## config.mk

```make
export PLATFORM = sky130hd
export DESIGN_NAME = i1_req_arbiter
export DESIGN_NICKNAME = d
export VERILOG_FILES = /design/src/rtl/i1_arb_pkg.sv /design/src/rtl/i1_rr_arbiter.sv /design/src/rtl/i1_req_arbiter.sv
export SDC_FILE = /design/constraint.sdc
export NUM_CORES = 1
export LEC_CHECK = 0
export ABC_AREA = 1
export CAP_MARGIN = 20
export CORE_MARGIN = 3
export CORE_UTILIZATION = 48
export DETAILED_ROUTE_END_ITERATION = 7
export DONT_BUFFER_PORTS = 1
export PLACE_DENSITY = 0.69
export SETUP_SLACK_MARGIN = 0.4
export SLEW_MARGIN = 10
export SYNTH_ARGS = -nofsm -noshare
export SYNTH_HDL_FRONTEND = slang
export SYNTH_HIERARCHICAL = 1
export SYNTH_SLANG_ARGS = --single-unit
```

## constraint.sdc

```tcl
create_clock -name clock -period 4.8 [get_ports clock]
set_input_delay 0.72 -clock clock [delete_from_list [all_inputs] [get_ports clock]]
set_output_delay 0.72 -clock clock [all_outputs]
set_load 0.05 [all_outputs]
```

## src/rtl/i1_arb_pkg.sv

```systemverilog
// Shared types and widths for the i1 decoder request arbiter.
package i1_arb_pkg;

    typedef enum logic [1:0] {
        IDLE    = 2'd0,
        DRIVE   = 2'd1,
        RESPOND = 2'd2
    } state_t;

    localparam int I1_PI_W = 25;
    localparam int I1_PO_W = 16;
    localparam int CNT_W   = 4;

endpackage

```

## src/rtl/i1_rr_arbiter.sv

```systemverilog
// Combinational round-robin grant: the first set request at or after ptr wins.
module i1_rr_arbiter #(
    parameter int NREQ  = 4,
    parameter int IDX_W = $clog2(NREQ)
) (
    input  logic [NREQ-1:0]  req,
    input  logic [IDX_W-1:0] ptr,
    output logic [NREQ-1:0]  gnt,
    output logic [IDX_W-1:0] gnt_idx
);

    logic             found;
    logic [IDX_W-1:0] idx;
    int               j;

    always_comb begin
        gnt     = '0;
        gnt_idx = '0;
        found   = 1'b0;
        idx     = '0;
        j       = 0;
        for (int k = 0; k < NREQ; k++) begin
            j = int'(ptr) + k;
            if (j >= NREQ) begin
                j = j - NREQ;
            end
            idx = IDX_W'(j);
            if (!found && req[idx]) begin
                found    = 1'b1;
                gnt[idx] = 1'b1;
                gnt_idx  = idx;
            end
        end
    end

endmodule

```

## src/rtl/i1_req_arbiter.sv

```systemverilog
// Shares one i1 decode datapath among NREQ requesters: grant, drive, settle,
// capture, then return the result over a per-requester valid/ready handshake.
//
//   state   | meaning
//   IDLE    | arbitrating; req_ready offered to the round-robin winner
//   DRIVE   | pi_out driven, counting down the decoder settle interval
//   RESPOND | rsp_data captured, waiting for rsp_ready of the granted requester
module i1_req_arbiter
    import i1_arb_pkg::*;
#(
    parameter int NREQ   = 4,
    parameter int PI_W   = I1_PI_W,
    parameter int PO_W   = I1_PO_W,
    parameter int SETTLE = 1
) (
    input  logic                 clock,
    input  logic                 reset_n,
    input  logic [NREQ-1:0]      req_valid,
    output logic [NREQ-1:0]      req_ready,
    input  logic [NREQ*PI_W-1:0] req_data,
    output logic [NREQ-1:0]      rsp_valid,
    input  logic [NREQ-1:0]      rsp_ready,
    output logic [PO_W-1:0]      rsp_data,
    output logic [PI_W-1:0]      pi_out,
    input  logic [PO_W-1:0]      po_in,
    output logic                 busy
);

    localparam int IDX_W = $clog2(NREQ);

    generate
        if (SETTLE < 1 || SETTLE > (1 << CNT_W) - 1) begin : g_bad_settle
            $error("i1_req_arbiter: SETTLE must be in 1..15");
        end
        if (NREQ < 2 || NREQ > 8) begin : g_bad_nreq
            $error("i1_req_arbiter: NREQ must be in 2..8");
        end
    endgenerate

    state_t             state;
    logic [IDX_W-1:0]   ptr;
    logic [IDX_W-1:0]   gnt_idx;
    logic [IDX_W-1:0]   arb_idx;
    logic [NREQ-1:0]    arb_gnt;
    logic [CNT_W-1:0]   cnt;

    i1_rr_arbiter #(
        .NREQ  (NREQ),
        .IDX_W (IDX_W)
    ) u_rr (
        .req     (req_valid),
        .ptr     (ptr),
        .gnt     (arb_gnt),
        .gnt_idx (arb_idx)
    );

    // A grant in IDLE is itself the request handshake: the winner is always valid.
    assign req_ready = (state == IDLE) ? arb_gnt : '0;
    assign busy      = (state != IDLE);

    always_ff @(posedge clock or negedge reset_n) begin
        if (!reset_n) begin
            state     <= IDLE;
            ptr       <= '0;
            gnt_idx   <= '0;
            cnt       <= '0;
            pi_out    <= '0;
            rsp_data  <= '0;
            rsp_valid <= '0;
        end else begin
            case (state)
                IDLE: begin
                    if (|arb_gnt) begin
                        pi_out  <= req_data[int'(arb_idx)*PI_W +: PI_W];
                        gnt_idx <= arb_idx;
                        cnt     <= CNT_W'(SETTLE);
                        state   <= DRIVE;
                    end
                end
                DRIVE: begin
                    cnt <= cnt - 1'b1;
                    if (cnt == CNT_W'(1)) begin
                        rsp_data  <= po_in;
                        rsp_valid <= NREQ'(1) << gnt_idx;
                        state     <= RESPOND;
                    end
                end
                RESPOND: begin
                    if (rsp_ready[gnt_idx]) begin
                        rsp_valid <= '0;
                        ptr       <= (gnt_idx == IDX_W'(NREQ - 1)) ? '0 : gnt_idx + 1'b1;
                        state     <= IDLE;
                    end
                end
                default: state <= IDLE;
            endcase
        end
    end

endmodule

```

==> flow_summary.html, run 1 <==
<table>
<tr><th>Metric</th><th>Value</th></tr>
<tr><th colspan="2">Clock tree</th></tr>
<tr><td>Number of gates resized after CTS</td><td>0</td></tr>
<tr><td>TritonCTS clock tree</td><td>done</td></tr>
<tr><td>Total setup buffers inserted after CTS</td><td>0</td></tr>
<tr><td>CTS clock-pin slew for the worst setup and hold paths</td><td>0.10 ns</td></tr>
<tr><td>Root buffer cell</td><td>clkbuf_8</td></tr>
<tr><td># clock sinks</td><td>55</td></tr>
<tr><td>Clock latency reported for the late side of the worst-skew pair</td><td>0.31 ns</td></tr>
<tr><td>Number of H-tree branching levels</td><td>2</td></tr>
<tr><td>Max Root-Sink Buffers</td><td>2</td></tr>
<tr><td>Total CTS buffers</td><td>5</td></tr>
<tr><td>Total of hold buffers inserted after clock tree synthesis</td><td>0</td></tr>
<tr><th colspan="2">Global routing</th></tr>
<tr><td>Global-route wire length before repair</td><td>14,600 µm</td></tr>
<tr><td>Maximum number of pins on one net before global-route repair</td><td>61</td></tr>
<tr><td>Number of antenna violations at the first check in global routing</td><td>0</td></tr>
<tr><td>Number of global-route vias before repair</td><td>3,174</td></tr>
<tr><td>Remaining Overflow, GRT</td><td>0</td></tr>
<tr><td>Total routing resource utilization after global routing</td><td>0.207</td></tr>
<tr><th colspan="2">Synth</th></tr>
<tr><td>Post-synthesis async set-or-reset flop share</td><td>1.00</td></tr>
<tr><td>Share of Yosys cell area claimed by the top area cell type</td><td>0.379</td></tr>
<tr><td>Most repeated cell in the gate-level netlist after synthesis</td><td>nand2_1</td></tr>
<tr><td>Post-Syn Nets</td><td>660</td></tr>
<tr><td>Cell area after technology mapping</td><td>0.00364 mm²</td></tr>
<tr><td>Synth Instances</td><td>523</td></tr>
<tr><td>Syn Area/Cell</td><td>6.95 µm²</td></tr>
<tr><td>Most area-consuming cells after synthesis</td><td>dfrtp_1 (38%), nand2_1 (16%), nand3_1 (7.8%)</td></tr>
<tr><td>Number of enable flip-flop cells after synthesis</td><td>0</td></tr>
<tr><td>Fraction of the yosys area taken by sequential cells</td><td>0.379</td></tr>
<tr><td>Most numerous cell types in the synthesized netlist</td><td>nand2_1 (154), inv_1 (70), nand3_1 (57)</td></tr>
<tr><td>Library cell occupying the most area in the post-synthesis netlist</td><td>dfrtp_1</td></tr>
<tr><td>Post-synth cell types</td><td>26</td></tr>
<tr><td>Register bit count reported by yosys</td><td>55</td></tr>
<tr><td>Primary flip-flop cell chosen by synthesis mapping</td><td>dfrtp_1</td></tr>
<tr><td>Count of warnings emitted by yosys</td><td>6</td></tr>
<tr><th colspan="2">Detailed routing</th></tr>
<tr><td>Drt via density</td><td>5.38</td></tr>
<tr><td>Number of DRC markers in iteration 0</td><td>154</td></tr>
<tr><td>Final routed DRC violation total</td><td>0</td></tr>
<tr><td>Antenna Nets Post-Route</td><td>0</td></tr>
<tr><td>DR pass1 iterations</td><td>4</td></tr>
<tr><td>DR WL/cell</td><td>14.9 µm</td></tr>
<tr><td>Total routed wirelength</td><td>9070 µm</td></tr>
<tr><td>Via count</td><td>3,264</td></tr>
<tr><th colspan="2">Critical path</th></tr>
<tr><td>FF-to-FF path depth</td><td>13</td></tr>
<tr><td>Data required time of the critical path</td><td>4.08 ns</td></tr>
<tr><td>Worst reg-to-reg setup slack</td><td>1.27 ns</td></tr>
<tr><td>CP Data Arrival Time</td><td>2.96 ns</td></tr>
<tr><td>End point of the critical path</td><td>req_ready[0]</td></tr>
<tr><td>Capturing element type of the critical path</td><td>output pin</td></tr>
<tr><td>Worst Setup SP</td><td>ptr[0]$_DFFE_PN0P_</td></tr>
<tr><td>Launch instance of the worst register-to-register path</td><td>ptr[0]$_DFFE_PN0P_</td></tr>
<tr><td>Nature of the critical path startpoint</td><td>flop</td></tr>
<tr><td>Crit Reg-Reg Endpoint</td><td>pi_out[17]$_DFFE_PN0P_</td></tr>
<tr><td>Type of the setup path with the least slack</td><td>reg2out</td></tr>
<tr><td>Worst-path maximum fanout</td><td>12</td></tr>
<tr><th colspan="2">Final layout</th></tr>
<tr><td>Number of fillers in the final layout</td><td>758</td></tr>
<tr><td>Area growth from synthesis to final layout</td><td>2.96%</td></tr>
<tr><td>Number of nets at the end of the flow</td><td>644</td></tr>
<tr><td>Share of post-route cells with drive strength above 1</td><td>0.0689</td></tr>
<tr><td>Design area</td><td>0.00374 mm²</td></tr>
<tr><td>Diode insertion count for antenna repair</td><td>0</td></tr>
<tr><th colspan="2">STA</th></tr>
<tr><td>Relative slew slack</td><td>0.353</td></tr>
<tr><td>Final number of setup-violating endpoints</td><td>0</td></tr>
<tr><td>Pins over their slew limit</td><td>0</td></tr>
<tr><td>Total negative setup slack</td><td>0 ns</td></tr>
<tr><td>Worst slew pin tran</td><td>0.969 ns</td></tr>
<tr><td>RSZ-0062 raised after global routing</td><td>false</td></tr>
<tr><td>Worst clock skew</td><td>0.00608 ns</td></tr>
<tr><td>Worst Hold Margin</td><td>0.0943 ns</td></tr>
<tr><td>Final worst slack</td><td>1.12 ns</td></tr>
<tr><td>Total count of hold-check failures in the final report</td><td>0</td></tr>
<tr><td>Period minus WS final</td><td>3.68 ns</td></tr>
<tr><td>Max Clk Rate</td><td>271 MHz</td></tr>
<tr><td>Crit share post-route</td><td>0.767</td></tr>
<tr><th colspan="2">Place</th></tr>
<tr><td>Estimated wirelength of the detail-placed design</td><td>6580 µm</td></tr>
<tr><td>Area of placed instances</td><td>0.00365 mm²</td></tr>
<tr><td># port buffers</td><td>0</td></tr>
<tr><td>Final GP Congestion</td><td>0.868</td></tr>
<tr><td>Worst slack at placement</td><td>1.31 ns</td></tr>
<tr><th colspan="2">Die</th></tr>
<tr><td>Count of pins on the block boundary</td><td>176</td></tr>
<tr><td>Initial Util</td><td>0.499</td></tr>
<tr><td>Die outline height</td><td>93.0 µm</td></tr>
<tr><td>Die Width</td><td>93.0 µm</td></tr>
<tr><td>Die Area</td><td>0.00866 mm²</td></tr>
<tr><td>Row count</td><td>31</td></tr>
<tr><td>Area of the placeable core</td><td>0.00729 mm²</td></tr>
<tr><th colspan="2">Job</th></tr>
<tr><td>Max capacitance violation total</td><td>0</td></tr>
<tr><th colspan="2">Worst hold path</th></tr>
<tr><td>Class of the tightest hold or removal check</td><td>in2async</td></tr>
<tr><th colspan="2">Run status</th></tr>
<tr><td>Run status</td><td>finished clean</td></tr>
</table>
==> layer usage <==
metal  wire length [µm]  global-route usage
met5                  0                   0
met4                104              0.0488
met2               4450               0.368
met3                745              0.0507
met1               3770               0.253
==> layout by cell type, fill, tap and decap left out, drive strengths merged <==
master    count
o21ai        45
or2           2
a31oi         1
nor2         11
clkinvlp      1
buf           4
a21oi        47
nand2       164
inv          76
nor3          1
o211ai       11
clkinv        1
nand3        59
clkbuf        5
ha           11
a21boi        4
nand4        10
dfrtp        55
==> cells by family (layout without fill, tap and decap cells) <==
group,after synthesis,in the layout,synth area share
buf+inv,102,87,0.117
flops,55,55,0.379
compound gates,108,108,0.163
simple gates,247,247,0.303
fa+ha+maj,11,11,0.0379
==> how the worst min path moves through the flow <==
stage                               endpoint  slack (ns)  cells after the start
floorplan                 cnt[0]$_DFFE_PN0P_        0.42                      0
CTS                   pi_out[11]$_DFFE_PN0P_        0.08                      0
global route          pi_out[11]$_DFFE_PN0P_        0.06                      0
finish              rsp_data[15]$_DFFE_PN0P_        0.09                      0
global placement      pi_out[10]$_DFFE_PN0P_        0.43                      0
detailed placement     pi_out[6]$_DFFE_PN0P_        0.43                      0
==> cell type report <==
cell class | instances | area [µm²] | area share
clock buffers | 5 | 68.8 | 0.0184
inverters | 75 | 282 | 0.0752
well taps | 99 | 124 | 0.0331
flip-flops and latches | 55 | 1380 | 0.368
multi-input cells | 366 | 1840 | 0.491
clock inverters | 3 | 23.8 | 0.00635
repair buffers | 4 | 30.0 | 0.00802
==> worst max-delay path, stage by stage, from the launching register on <==
cell and delay [ns]:
dfrtp_1 0.55, inv_2 0.18, ha_1 0.40, inv_1 0.11, nand2_1 0.09, nand2_2 0.06
nor2_4 0.22, nand4_1 0.13, nand3_1 0.09, inv_1 0.08, nor2_1 0.75
==> flip-flops by register name (all words and copies together), names as in the netlist <==
register	count
pi_out	25
rsp_data	16
cnt	4
rsp_valid	4
gnt_idx	2
ptr	2
state	2
==> through the flow <==
step / cells / utilization
floorplan: 523 / -
global placement: 599 / 0.501
detailed placement: 599 / 0.501
CTS: 607 / 0.513
global route: 607 / 0.513
finish: 607 / 0.513
Power of run 1 is left out: the tool's default activity adds up to more than one toggle a clock period on the data nets, which glitch-free logic cannot reach.
==> run 2: changes to the inputs <==
- PLACE_DENSITY: 0.69 -> 0.71
- clock period: 4.8 -> 3.1 ns (I/O delays scaled with it)
==> flow_summary.html, run 2 (same netlist as run 1, synthesis figures left out) <==
<table>
<tr><th>Metric</th><th>Value</th></tr>
<tr><th colspan="2">Run status</th></tr>
<tr><td>Run status</td><td>complete, but fails checks (was finished clean)</td></tr>
<tr><td>Violations in the final reports</td><td>negative hold slack</td></tr>
<tr><th colspan="2">Die</th></tr>
<tr><td>Count of pins on the block boundary</td><td>176 (unchanged)</td></tr>
<tr><td>Initial Util</td><td>0.499 (unchanged)</td></tr>
<tr><td>Die outline height</td><td>93.0 µm (unchanged)</td></tr>
<tr><td>Area of the placeable core</td><td>0.00729 mm² (unchanged)</td></tr>
<tr><td>Row count</td><td>31 (unchanged)</td></tr>
<tr><td>Die Width</td><td>93.0 µm (unchanged)</td></tr>
<tr><td>Die Area</td><td>0.00866 mm² (unchanged)</td></tr>
<tr><th colspan="2">STA</th></tr>
<tr><td>Pins over their slew limit</td><td>0 (unchanged)</td></tr>
<tr><td>Period minus WS final</td><td>2.51 ns</td></tr>
<tr><td>Total count of hold-check failures in the final report</td><td>1 (was 0)</td></tr>
<tr><td>Worst clock skew</td><td>0.00603 ns (was 0.00608 ns)</td></tr>
<tr><td>Total negative setup slack</td><td>0 ns (unchanged)</td></tr>
<tr><td>Worst slew pin tran</td><td>0.667 ns (was 0.969 ns)</td></tr>
<tr><td>Crit share post-route</td><td>0.809</td></tr>
<tr><td>Max Clk Rate</td><td>399 MHz</td></tr>
<tr><td>Final number of setup-violating endpoints</td><td>0 (unchanged)</td></tr>
<tr><td>Worst Hold Margin</td><td>-0.000353 ns (was 0.0943 ns)</td></tr>
<tr><td>Relative slew slack</td><td>0.554 (was 0.353)</td></tr>
<tr><td>RSZ-0062 raised after global routing</td><td>false (unchanged)</td></tr>
<tr><th colspan="2">Clock tree</th></tr>
<tr><td>TritonCTS clock tree</td><td>done (unchanged)</td></tr>
<tr><td>Root buffer cell</td><td>clkbuf_8 (unchanged)</td></tr>
<tr><td>Total CTS buffers</td><td>5 (unchanged)</td></tr>
<tr><td>Max Root-Sink Buffers</td><td>2 (unchanged)</td></tr>
<tr><td>CTS clock-pin slew for the worst setup and hold paths</td><td>0.11 ns (was 0.10 ns)</td></tr>
<tr><td>Clock latency reported for the late side of the worst-skew pair</td><td>0.31 ns (about the same)</td></tr>
<tr><td># clock sinks</td><td>55 (unchanged)</td></tr>
<tr><td>Number of H-tree branching levels</td><td>2 (unchanged)</td></tr>
<tr><th colspan="2">Worst hold path</th></tr>
<tr><td>Class of the tightest hold or removal check</td><td>in2async (unchanged)</td></tr>
<tr><th colspan="2">Global routing</th></tr>
<tr><td>Number of global-route vias before repair</td><td>3,040 (was 3,174)</td></tr>
<tr><td>Total routing resource utilization after global routing</td><td>0.201 (was 0.207)</td></tr>
<tr><td>Global-route wire length before repair</td><td>14,300 µm (was 14,600 µm)</td></tr>
<tr><td>Remaining Overflow, GRT</td><td>0 (unchanged)</td></tr>
<tr><td>Maximum number of pins on one net before global-route repair</td><td>102 (was 61)</td></tr>
<tr><td>Number of antenna violations at the first check in global routing</td><td>0 (unchanged)</td></tr>
<tr><th colspan="2">Critical path</th></tr>
<tr><td>FF-to-FF path depth</td><td>14 (was 13)</td></tr>
<tr><td>Crit Reg-Reg Endpoint</td><td>pi_out[20]$_DFFE_PN0P_ (was pi_out[17]$_DFFE_PN0P_)</td></tr>
<tr><td>Launch instance of the worst register-to-register path</td><td>ptr[0]$_DFFE_PN0P_ (unchanged)</td></tr>
<tr><td>Data required time of the critical path</td><td>2.63 ns (was 4.08 ns)</td></tr>
<tr><td>CP Data Arrival Time</td><td>2.04 ns (was 2.96 ns)</td></tr>
<tr><td>Type of the setup path with the least slack</td><td>reg2out (unchanged)</td></tr>
<tr><td>Worst reg-to-reg setup slack</td><td>0.72 ns (was 1.27 ns)</td></tr>
<tr><td>Nature of the critical path startpoint</td><td>flop (unchanged)</td></tr>
<tr><td>Worst-path maximum fanout</td><td>5 (was 12)</td></tr>
<tr><td>Capturing element type of the critical path</td><td>output pin (unchanged)</td></tr>
<tr><th colspan="2">Final layout</th></tr>
<tr><td>Number of fillers in the final layout</td><td>737 (was 758)</td></tr>
<tr><td>Flip-flop count of the largest register, all copies and words added</td><td>25 (unchanged)</td></tr>
<tr><td>Diode insertion count for antenna repair</td><td>0 (unchanged)</td></tr>
<tr><td>Number of nets at the end of the flow</td><td>651 (was 644)</td></tr>
<tr><td>Most flops, register</td><td>pi_out (unchanged)</td></tr>
<tr><td>Area growth from synthesis to final layout</td><td>6.92% (was 2.96%)</td></tr>
<tr><td>Leading cell types in the layout, fill and taps excluded</td><td>nand2_1 (154), inv_1 (69), nand3_1 (56) (was nand2_1 (154), inv_1 (70), nand3_1 (56))</td></tr>
<tr><td>Design area</td><td>0.00389 mm² (was 0.00374 mm²)</td></tr>
<tr><td>Share of post-route cells with drive strength above 1</td><td>0.0971 (was 0.0689)</td></tr>
<tr><td>Biggest registers after layout</td><td>pi_out: 25 flops, rsp_data: 16 flops (unchanged)</td></tr>
<tr><td>Most frequent standard cell in the layout excluding fill and tap cells</td><td>nand2_1 (unchanged)</td></tr>
<tr><th colspan="2">Detailed routing</th></tr>
<tr><td>DR WL/cell</td><td>14.5 µm (was 14.9 µm)</td></tr>
<tr><td>Via count</td><td>3,309 (was 3,264)</td></tr>
<tr><td>Total routed wirelength</td><td>8880 µm (was 9070 µm)</td></tr>
<tr><td>Drt via density</td><td>5.39 (was 5.38)</td></tr>
<tr><td>Final routed DRC violation total</td><td>0 (unchanged)</td></tr>
<tr><td>Number of DRC markers in iteration 0</td><td>187 (was 154)</td></tr>
<tr><td>DR pass1 iterations</td><td>4 (unchanged)</td></tr>
<tr><td>Antenna Nets Post-Route</td><td>0 (unchanged)</td></tr>
<tr><th colspan="2">Place</th></tr>
<tr><td># port buffers</td><td>0 (unchanged)</td></tr>
<tr><td>Estimated wirelength of the detail-placed design</td><td>6480 µm (was 6580 µm)</td></tr>
<tr><td>Final GP Congestion</td><td>0.884 (was 0.868)</td></tr>
<tr><td>Area of placed instances</td><td>0.00369 mm² (was 0.00365 mm²)</td></tr>
<tr><th colspan="2">Job</th></tr>
<tr><td>Max capacitance violation total</td><td>0 (unchanged)</td></tr>
</table>
-- run 2: changes by cell type in the layout (fill, tap and decap cells not counted), sizes merged --
cell / change
buf: +6
clkinv: -1
inv: +1
nor2: +1
-- run 2: worst max path at each step --
stage | slack [ns] | end | start | cells after the start
floorplan | 0.56 | req_ready[0] | ptr[0]$_DFFE_PN0P_ | 11
global placement | 0.41 | req_ready[0] | ptr[0]$_DFFE_PN0P_ | 10
detailed placement | 0.31 | req_ready[0] | ptr[0]$_DFFE_PN0P_ | 10
CTS | 0.42 | req_ready[1] | ptr[0]$_DFFE_PN0P_ | 10
global route | 0.43 | req_ready[1] | ptr[1]$_DFFE_PN0P_ | 10
finish | 0.59 | req_ready[3] | ptr[1]$_DFFE_PN0P_ | 10
-- run 2: metal layers --
layer / GRT usage / routed length [µm]
met4: 0.0403 / 63
met5: 0 / 0
met3: 0.0483 / 766
met2: 0.341 / 4420
met1: 0.261 / 3630
-- run 2: worst max-delay path, stage by stage, from the launching register on --
cell	delay, ns
dfrtp_2	0.39
inv_2	0.08
ha_4	0.30
inv_1	0.08
nand2_1	0.08
nand2_2	0.08
nor2_2	0.16
nand4_1	0.11
nand3_1	0.10
inv_1	0.07
nor2_4	0.29
-- run 2: per-stage QoR --
step | util | worst slack, ns | std cells
6_report | 0.533 | 0.592 | 614
2_1_floorplan | - | 0.559 | 523
3_5_place_dp | 0.506 | 0.312 | 601
5_1_grt | 0.533 | 0.431 | 614
4_1_cts | 0.530 | 0.420 | 613
3_3_place_gp | 0.506 | 0.410 | 601
-- run 2: layout make-up --
class	count	area [µm²]	share of cell area
Clock inverter	3	27.5	0.00708
Multi-Input combinational cell	367	1890	0.487
Tap cell	99	124	0.0319
Timing Repair Buffer	10	111	0.0286
Clock buffer	5	68.8	0.0177
Sequential cell	55	1380	0.355
Inverter	75	284	0.0731
-- run 2: repair_timing --
action,in CTS,in global routing
resized for setup,7,5
endpoints found under the hold margin,55,0
endpoints found under the setup margin,26,35
setup buffers,3,0
pin swaps,3,3
gates cloned,0,1
hold buffers,1,0
Power of run 2 is left out for the same reason.
==> run 3: changes to the inputs <==
- PLACE_DENSITY: 0.71 -> 0.69
- clock period: 3.1 -> 2.33 ns (I/O delays scaled with it)
==> flow_summary.html, run 3 (same netlist as run 1, synthesis figures left out) <==
<table>
<tr><th>Metric</th><th>Value</th></tr>
<tr><th colspan="2">Run status</th></tr>
<tr><td>Run status</td><td>complete, but fails checks (unchanged)</td></tr>
<tr><td>Violations in the final reports</td><td>negative setup slack (was negative hold slack)</td></tr>
<tr><th colspan="2">Global routing</th></tr>
<tr><td>Total routing resource utilization after global routing</td><td>0.227 (was 0.201)</td></tr>
<tr><td>Number of global-route vias before repair</td><td>3,379 (was 3,040)</td></tr>
<tr><td>Maximum number of pins on one net before global-route repair</td><td>56 (was 102)</td></tr>
<tr><td>Remaining Overflow, GRT</td><td>0 (unchanged)</td></tr>
<tr><td>Global-route wire length before repair</td><td>16,000 µm (was 14,300 µm)</td></tr>
<tr><td>Number of antenna violations at the first check in global routing</td><td>1 (was 0)</td></tr>
<tr><th colspan="2">Place</th></tr>
<tr><td># port buffers</td><td>0 (unchanged)</td></tr>
<tr><td>Estimated wirelength of the detail-placed design</td><td>6840 µm (was 6480 µm)</td></tr>
<tr><td>Final GP Congestion</td><td>0.833 (was 0.884)</td></tr>
<tr><th colspan="2">STA</th></tr>
<tr><td>Final number of setup-violating endpoints</td><td>3 (was 0)</td></tr>
<tr><td>RSZ-0062 raised after global routing</td><td>true (was false)</td></tr>
<tr><td>Total count of hold-check failures in the final report</td><td>0 (was 1)</td></tr>
<tr><td>Crit share post-route</td><td>1.02</td></tr>
<tr><td>Max Clk Rate</td><td>421 MHz</td></tr>
<tr><td>Relative slew slack</td><td>0.620 (was 0.554)</td></tr>
<tr><td>Period minus WS final</td><td>2.37 ns</td></tr>
<tr><td>Worst slew pin tran</td><td>0.571 ns (was 0.667 ns)</td></tr>
<tr><td>Worst clock skew</td><td>0.0168 ns (was 0.00603 ns)</td></tr>
<tr><td>Total negative setup slack</td><td>-0.0597 ns (was 0 ns)</td></tr>
<tr><td>Final worst slack</td><td>-0.0434 ns (was 0.592 ns)</td></tr>
<tr><td>Pins over their slew limit</td><td>0 (unchanged)</td></tr>
<tr><th colspan="2">Detailed routing</th></tr>
<tr><td>Number of DRC markers in iteration 0</td><td>142 (was 187)</td></tr>
<tr><td>DR pass1 iterations</td><td>4 (unchanged)</td></tr>
<tr><td>Via count</td><td>3,632 (was 3,309)</td></tr>
<tr><td>Antenna Nets Post-Route</td><td>0 (unchanged)</td></tr>
<tr><td>DR WL/cell</td><td>17.9 µm (was 14.5 µm)</td></tr>
<tr><td>Total routed wirelength</td><td>11,700 µm (was 8880 µm)</td></tr>
<tr><td>Drt via density</td><td>5.58 (was 5.39)</td></tr>
<tr><td>Final routed DRC violation total</td><td>0 (unchanged)</td></tr>
<tr><th colspan="2">Critical path</th></tr>
<tr><td>Slowest stage cell on the critical path</td><td>dfrtp_2 (unchanged)</td></tr>
<tr><td>Type of the setup path with the least slack</td><td>reg2out (unchanged)</td></tr>
<tr><td>CP Data Arrival Time</td><td>2.02 ns (was 2.04 ns)</td></tr>
<tr><td>Worst-path maximum fanout</td><td>9 (was 5)</td></tr>
<tr><td>Nature of the critical path startpoint</td><td>flop (unchanged)</td></tr>
<tr><td>Capturing element type of the critical path</td><td>output pin (unchanged)</td></tr>
<tr><td>Longest individual stage delay on the worst path</td><td>0.44 ns (was 0.39 ns)</td></tr>
<tr><td>Data required time of the critical path</td><td>1.98 ns (was 2.63 ns)</td></tr>
<tr><td>List of cells traversed by the critical path</td><td>buf_6 &gt; nand2_1 &gt; nand2_1 &gt; nand2_2 &gt; nand2_2 &gt; nor2_4 &gt; buf_6 &gt; nand4_1 &gt; nand3_1 &gt; inv_2 &gt; nor2_4 (was inv_2 &gt; ha_4 &gt; inv_1 &gt; nand2_1 &gt; nand2_2 &gt; nor2_2 &gt; nand4_1 &gt; nand3_1 &gt; inv_1 &gt; nor2_4)</td></tr>
<tr><td>Buffers and inverters on the worst path</td><td>3 (unchanged)</td></tr>
<tr><td>Crit path max-delay family</td><td>simple AND/OR/NAND/NOR gates (unchanged)</td></tr>
<tr><th colspan="2">Final layout</th></tr>
<tr><td>Number of nets at the end of the flow</td><td>687 (was 651)</td></tr>
<tr><td>Biggest registers after layout</td><td>pi_out: 25 flops, rsp_data: 16 flops (unchanged)</td></tr>
<tr><td>Number of fillers in the final layout</td><td>625 (was 737)</td></tr>
<tr><td>Most frequent standard cell in the layout excluding fill and tap cells</td><td>nand2_1 (unchanged)</td></tr>
<tr><td>Most flops, register</td><td>pi_out (unchanged)</td></tr>
<tr><td>Area growth from synthesis to final layout</td><td>34.3% (was 6.92%)</td></tr>
<tr><td>Leading cell types in the layout, fill and taps excluded</td><td>nand2_1 (121), inv_1 (64), dfrtp_1 (53) (was nand2_1 (154), inv_1 (69), nand3_1 (56))</td></tr>
<tr><td>Share of post-route cells with drive strength above 1</td><td>0.303 (was 0.0971)</td></tr>
<tr><td>Flip-flop count of the largest register, all copies and words added</td><td>25 (unchanged)</td></tr>
<tr><th colspan="2">Clock tree</th></tr>
<tr><td>Number of H-tree branching levels</td><td>2 (unchanged)</td></tr>
<tr><td># clock sinks</td><td>55 (unchanged)</td></tr>
<tr><td>Clock latency reported for the late side of the worst-skew pair</td><td>0.31 ns (about the same)</td></tr>
<tr><td>Max Root-Sink Buffers</td><td>2 (unchanged)</td></tr>
<tr><td>Total CTS buffers</td><td>5 (unchanged)</td></tr>
<tr><td>Root buffer cell</td><td>clkbuf_8 (unchanged)</td></tr>
<tr><td>CTS clock-pin slew for the worst setup and hold paths</td><td>0.11 ns (about the same)</td></tr>
<tr><td>TritonCTS clock tree</td><td>done (unchanged)</td></tr>
<tr><th colspan="2">Die</th></tr>
<tr><td>Initial Util</td><td>0.499 (unchanged)</td></tr>
<tr><td>Count of pins on the block boundary</td><td>176 (unchanged)</td></tr>
<tr><td>Die Width</td><td>93.0 µm (unchanged)</td></tr>
<tr><td>Row count</td><td>31 (unchanged)</td></tr>
<tr><td>Die Area</td><td>0.00866 mm² (unchanged)</td></tr>
<tr><td>Area of the placeable core</td><td>0.00729 mm² (unchanged)</td></tr>
<tr><td>Die outline height</td><td>93.0 µm (unchanged)</td></tr>
<tr><th colspan="2">Worst hold path</th></tr>
<tr><td>Class of the tightest hold or removal check</td><td>in2reg (was in2async)</td></tr>
<tr><th colspan="2">Job</th></tr>
<tr><td>Max capacitance violation total</td><td>0 (unchanged)</td></tr>
</table>
-- run 3: worst paths after layout --
path | to | start | slack, ns | depth (start not counted)
setup / recovery | req_ready[0] | ptr[0]$_DFFE_PN0P_ | -0.04 | 11
hold / removal | rsp_data[12]$_DFFE_PN0P_ | po_in[12] | 0.16 | 2
setup reg to reg | pi_out[0]$_DFFE_PN0P_ | ptr[0]$_DFFE_PN0P_ | 0.05 | 16
hold reg to reg | cnt[1]$_DFFE_PN0P_ | cnt[1]$_DFFE_PN0P_ | 0.51 | 2
max in group asynchronous | pi_out[14]$_DFFE_PN0P_ | reset_n | 1.51 | 2
min in group asynchronous | state[0]$_DFFE_PN0P_ | reset_n | 0.58 | 2
-- run 3: layer usage --
metal	track usage	up-vias	routed length (µm)
met2	0.392	151	6010
met4	0.0745	0	300
met5	0	-	0
met3	0.0547	23	806
met1	0.279	1714	4560
li1	-	1744	-
-- run 3: metrics by stage --
stage | util | instance area (µm²) | hold slack [ns] | instances | worst slack [ns]
6_report | 0.670 | 4880 | 0.162 | 651 | -0.0434
5_1_grt | 0.670 | 4880 | 0.149 | 651 | -0.165
2_1_floorplan | - | 3770 | 0.0539 | 523 | 0.262
3_5_place_dp | 0.528 | 3850 | 0.0558 | 607 | 0.0721
4_1_cts | 0.574 | 4190 | 0.155 | 628 | -0.00277
3_3_place_gp | 0.528 | 3850 | 0.0560 | 607 | 0.119
-- run 3: area by class of cell --
| class | count | area (µm²) | share of cell area |
|---|---|---|---|
| Multi-Input combinational cell | 366 | 2260 | 0.464 |
| Sequential cell | 55 | 1380 | 0.282 |
| Timing Repair Buffer | 47 | 727 | 0.149 |
| Inverter | 75 | 294 | 0.0602 |
| Tap cell | 99 | 124 | 0.0254 |
| Clock buffer | 5 | 68.8 | 0.0141 |
| Clock inverter | 3 | 23.8 | 0.00487 |
| Antenna cell | 1 | 2.50 | 0.000513 |
-- run 3: timing repair --
item | CTS | global route
hold buffers | 2 | 0
endpoints found under the hold margin | 55 | 0
gates resized for setup | 18 | 121
gates cloned | 2 | 13
pin swaps | 8 | 56
setup endpoints to repair | 36 | 56
buffers inserted | 9 | 9
Power of run 3 is left out for the same reason.
==> patch, RTL diff (flow settings as in run 1) <==
The package constant `I1_PO_W` goes from 16 to 12.
--- a/src/rtl/i1_arb_pkg.sv
+++ b/src/rtl/i1_arb_pkg.sv
@@ -8,7 +8,7 @@
     } state_t;
 
     localparam int I1_PI_W = 25;
-    localparam int I1_PO_W = 16;
+    localparam int I1_PO_W = 12;
     localparam int CNT_W   = 4;
 
 endpackage
Ports: changed (resized po_in and rsp_data); port bits go from 176 to 168. The function was not compared with the original's and may differ.
==> patch against run 1 <==
Via count down 4.7%. Area after synthesis down 5.9%. Register-to-register slack worse by 320 ps. Core utilization down 0.32 points. Critical path depth up 3. Worst setup slack worse by 170 ps. Routed wire length down 3.5%. Highest routed layer unchanged. Sequential cell count down 4. Critical path type is now reg -> reg. Count of clock-buffer cells in the layout unchanged. Fmax down 4.4%. Design area down 6.4%.
Power is not shown: default switching activity piles up to over one toggle a cycle in this logic, so the estimate is an artifact.
==> patch: results (changes against run 1) <==
Setup path
  – Crit-path slowest cell: inv_2
  – Family with the most delay on the worst path: buffers and inverters
  – CP arrival: 4110 ps (+1150 ps)
  – Largest stage delay on the critical path: 920 ps (+170 ps)
  – Crit path max fanout: 51 (+39)

Yosys
  – Cell variety after synth: 28 (+7.7%)
  – Synth top area cells: dfrtp_1 (37%), nand2_1 (17%), nor2_1 (12%)
  – Syn Inst Count: 507 (-3.1%)
  – Post-synth top cells: nand2_1 (155), nor2_1 (108), dfrtp_1 (51), o21ai_0 (51), nand3_1 (25)
  – Syn nets: 640 (-3.0%)
  – Post-synthesis sequential area ratio: 37.29% (-0.56 points)

GRT
  – GR Util met1: 26.47% (+1.1 points)
  – Vias in the first global route: 2906 (-8.4%)
  – Pin count of the biggest net entering global routing: 52 (-15%)
  – GR Util met2: 36.90% (+0.068 points)
  – Met3 GRT Util: 5.417% (+0.35 points)
  – GRT Total Usage: 21.13% (+0.38 points)
  – First-pass GRT wire length: 14.32 mm (-2.1%)

Routing
  – Initial DRC Count: 151 (-1.9%)
  – Routed WL per cell: 14.89 um (-0.41%)
  – Post-DRT Antenna Nets: 0 (unchanged)

Finish
  – Largest regs: pi_out: 25 flops, rsp_data: 12 flops
  – Final nets: 624 (-3.1%)
  – Share of layout cells above drive strength 1: 7.724% (+0.83 points)

Place
  – Hpwl dp: 6.362 mm (-3.3%)

Clocking
  – Clock latency on the worst-skew pair: 310 ps (about the same)
  – Number of CTS-inserted buffers: 5 (unchanged)

STA
  – Worst-Margin Slew: 900.2 ps (-68.53 ps)
  – Clock skew: 13.90 ps (+7.821 ps)

Run status
  – Status: finished, final reports clean
[patch: worst reg2reg max path, delay by kind of cell, from the launching register on]
kind | cells | cell delay (ps)
fa+ha+maj | 1 | 400
compound gates | 2 | 400
buf+inv | 3 | 1260
simple gates | 7 | 1200
flops | 1 | 540
[patch: path summary, 6_finish.rpt]
| check | from | to | slack (ps) | cells past startpoint |
|---|---|---|---|---|
| hold reg to reg | cnt[1]$_DFFE_PN0P_ | cnt[1]$_DFFE_PN0P_ | 530 | 2 |
| max in group asynchronous | reset_n | pi_out[2]$_DFFE_PN0P_ | 4600 | 0 |
| min in group clock | po_in[4] | rsp_data[4]$_DFFE_PN0P_ | 510 | 2 |
| setup / recovery | ptr[0]$_DFFE_PN0P_ | pi_out[4]$_DFFE_PN0P_ | 950 | 13 |
| setup reg to reg | ptr[0]$_DFFE_PN0P_ | pi_out[4]$_DFFE_PN0P_ | 950 | 13 |
| hold / removal | reset_n | rsp_valid[2]$_DFFE_PN0P_ | 90 | 0 |
[patch: metal layers]
metal | share of wire, % | wire length, um | vias up
li1 | - | - | 1584
met3 | 8.0 | 704 | 5
met1 | 41 | 3632 | 1398
met2 | 50 | 4359 | 125
met4 | 0.65 | 57 | 0
met5 | 0 | 0 | -
[patch: layout make-up]
class	instances	area (um2)
Sequential cell	51	1276
Fill cell	709	3364
Tap cell	96	120.1
Clock inverter	3	27.53
Multi-Input combinational cell	406	1904
Clock buffer	5	68.82
Inverter	26	100.1
Timing Repair Buffer	1	7.507
[patch: kinds of logic after synthesis]
kind of cell    synth area share [%]
compound gates                 10.64
fa+ha+maj                      4.022
buf+inv                        7.203
flops                          37.29
simple gates                   40.84
[patch: per-stage QoR]
stage          instances  setup WS (ps)  area [um2]  utilization [%]
6_report             588          945.4        3505            51.02
5_1_grt              588          406.8        3505            51.02
4_1_cts              588          933.5        3505            51.02
3_5_place_dp         580          938.3        3408            49.62
3_3_place_gp         580           1136        3408            49.62
2_1_floorplan        507           1786        3422                -
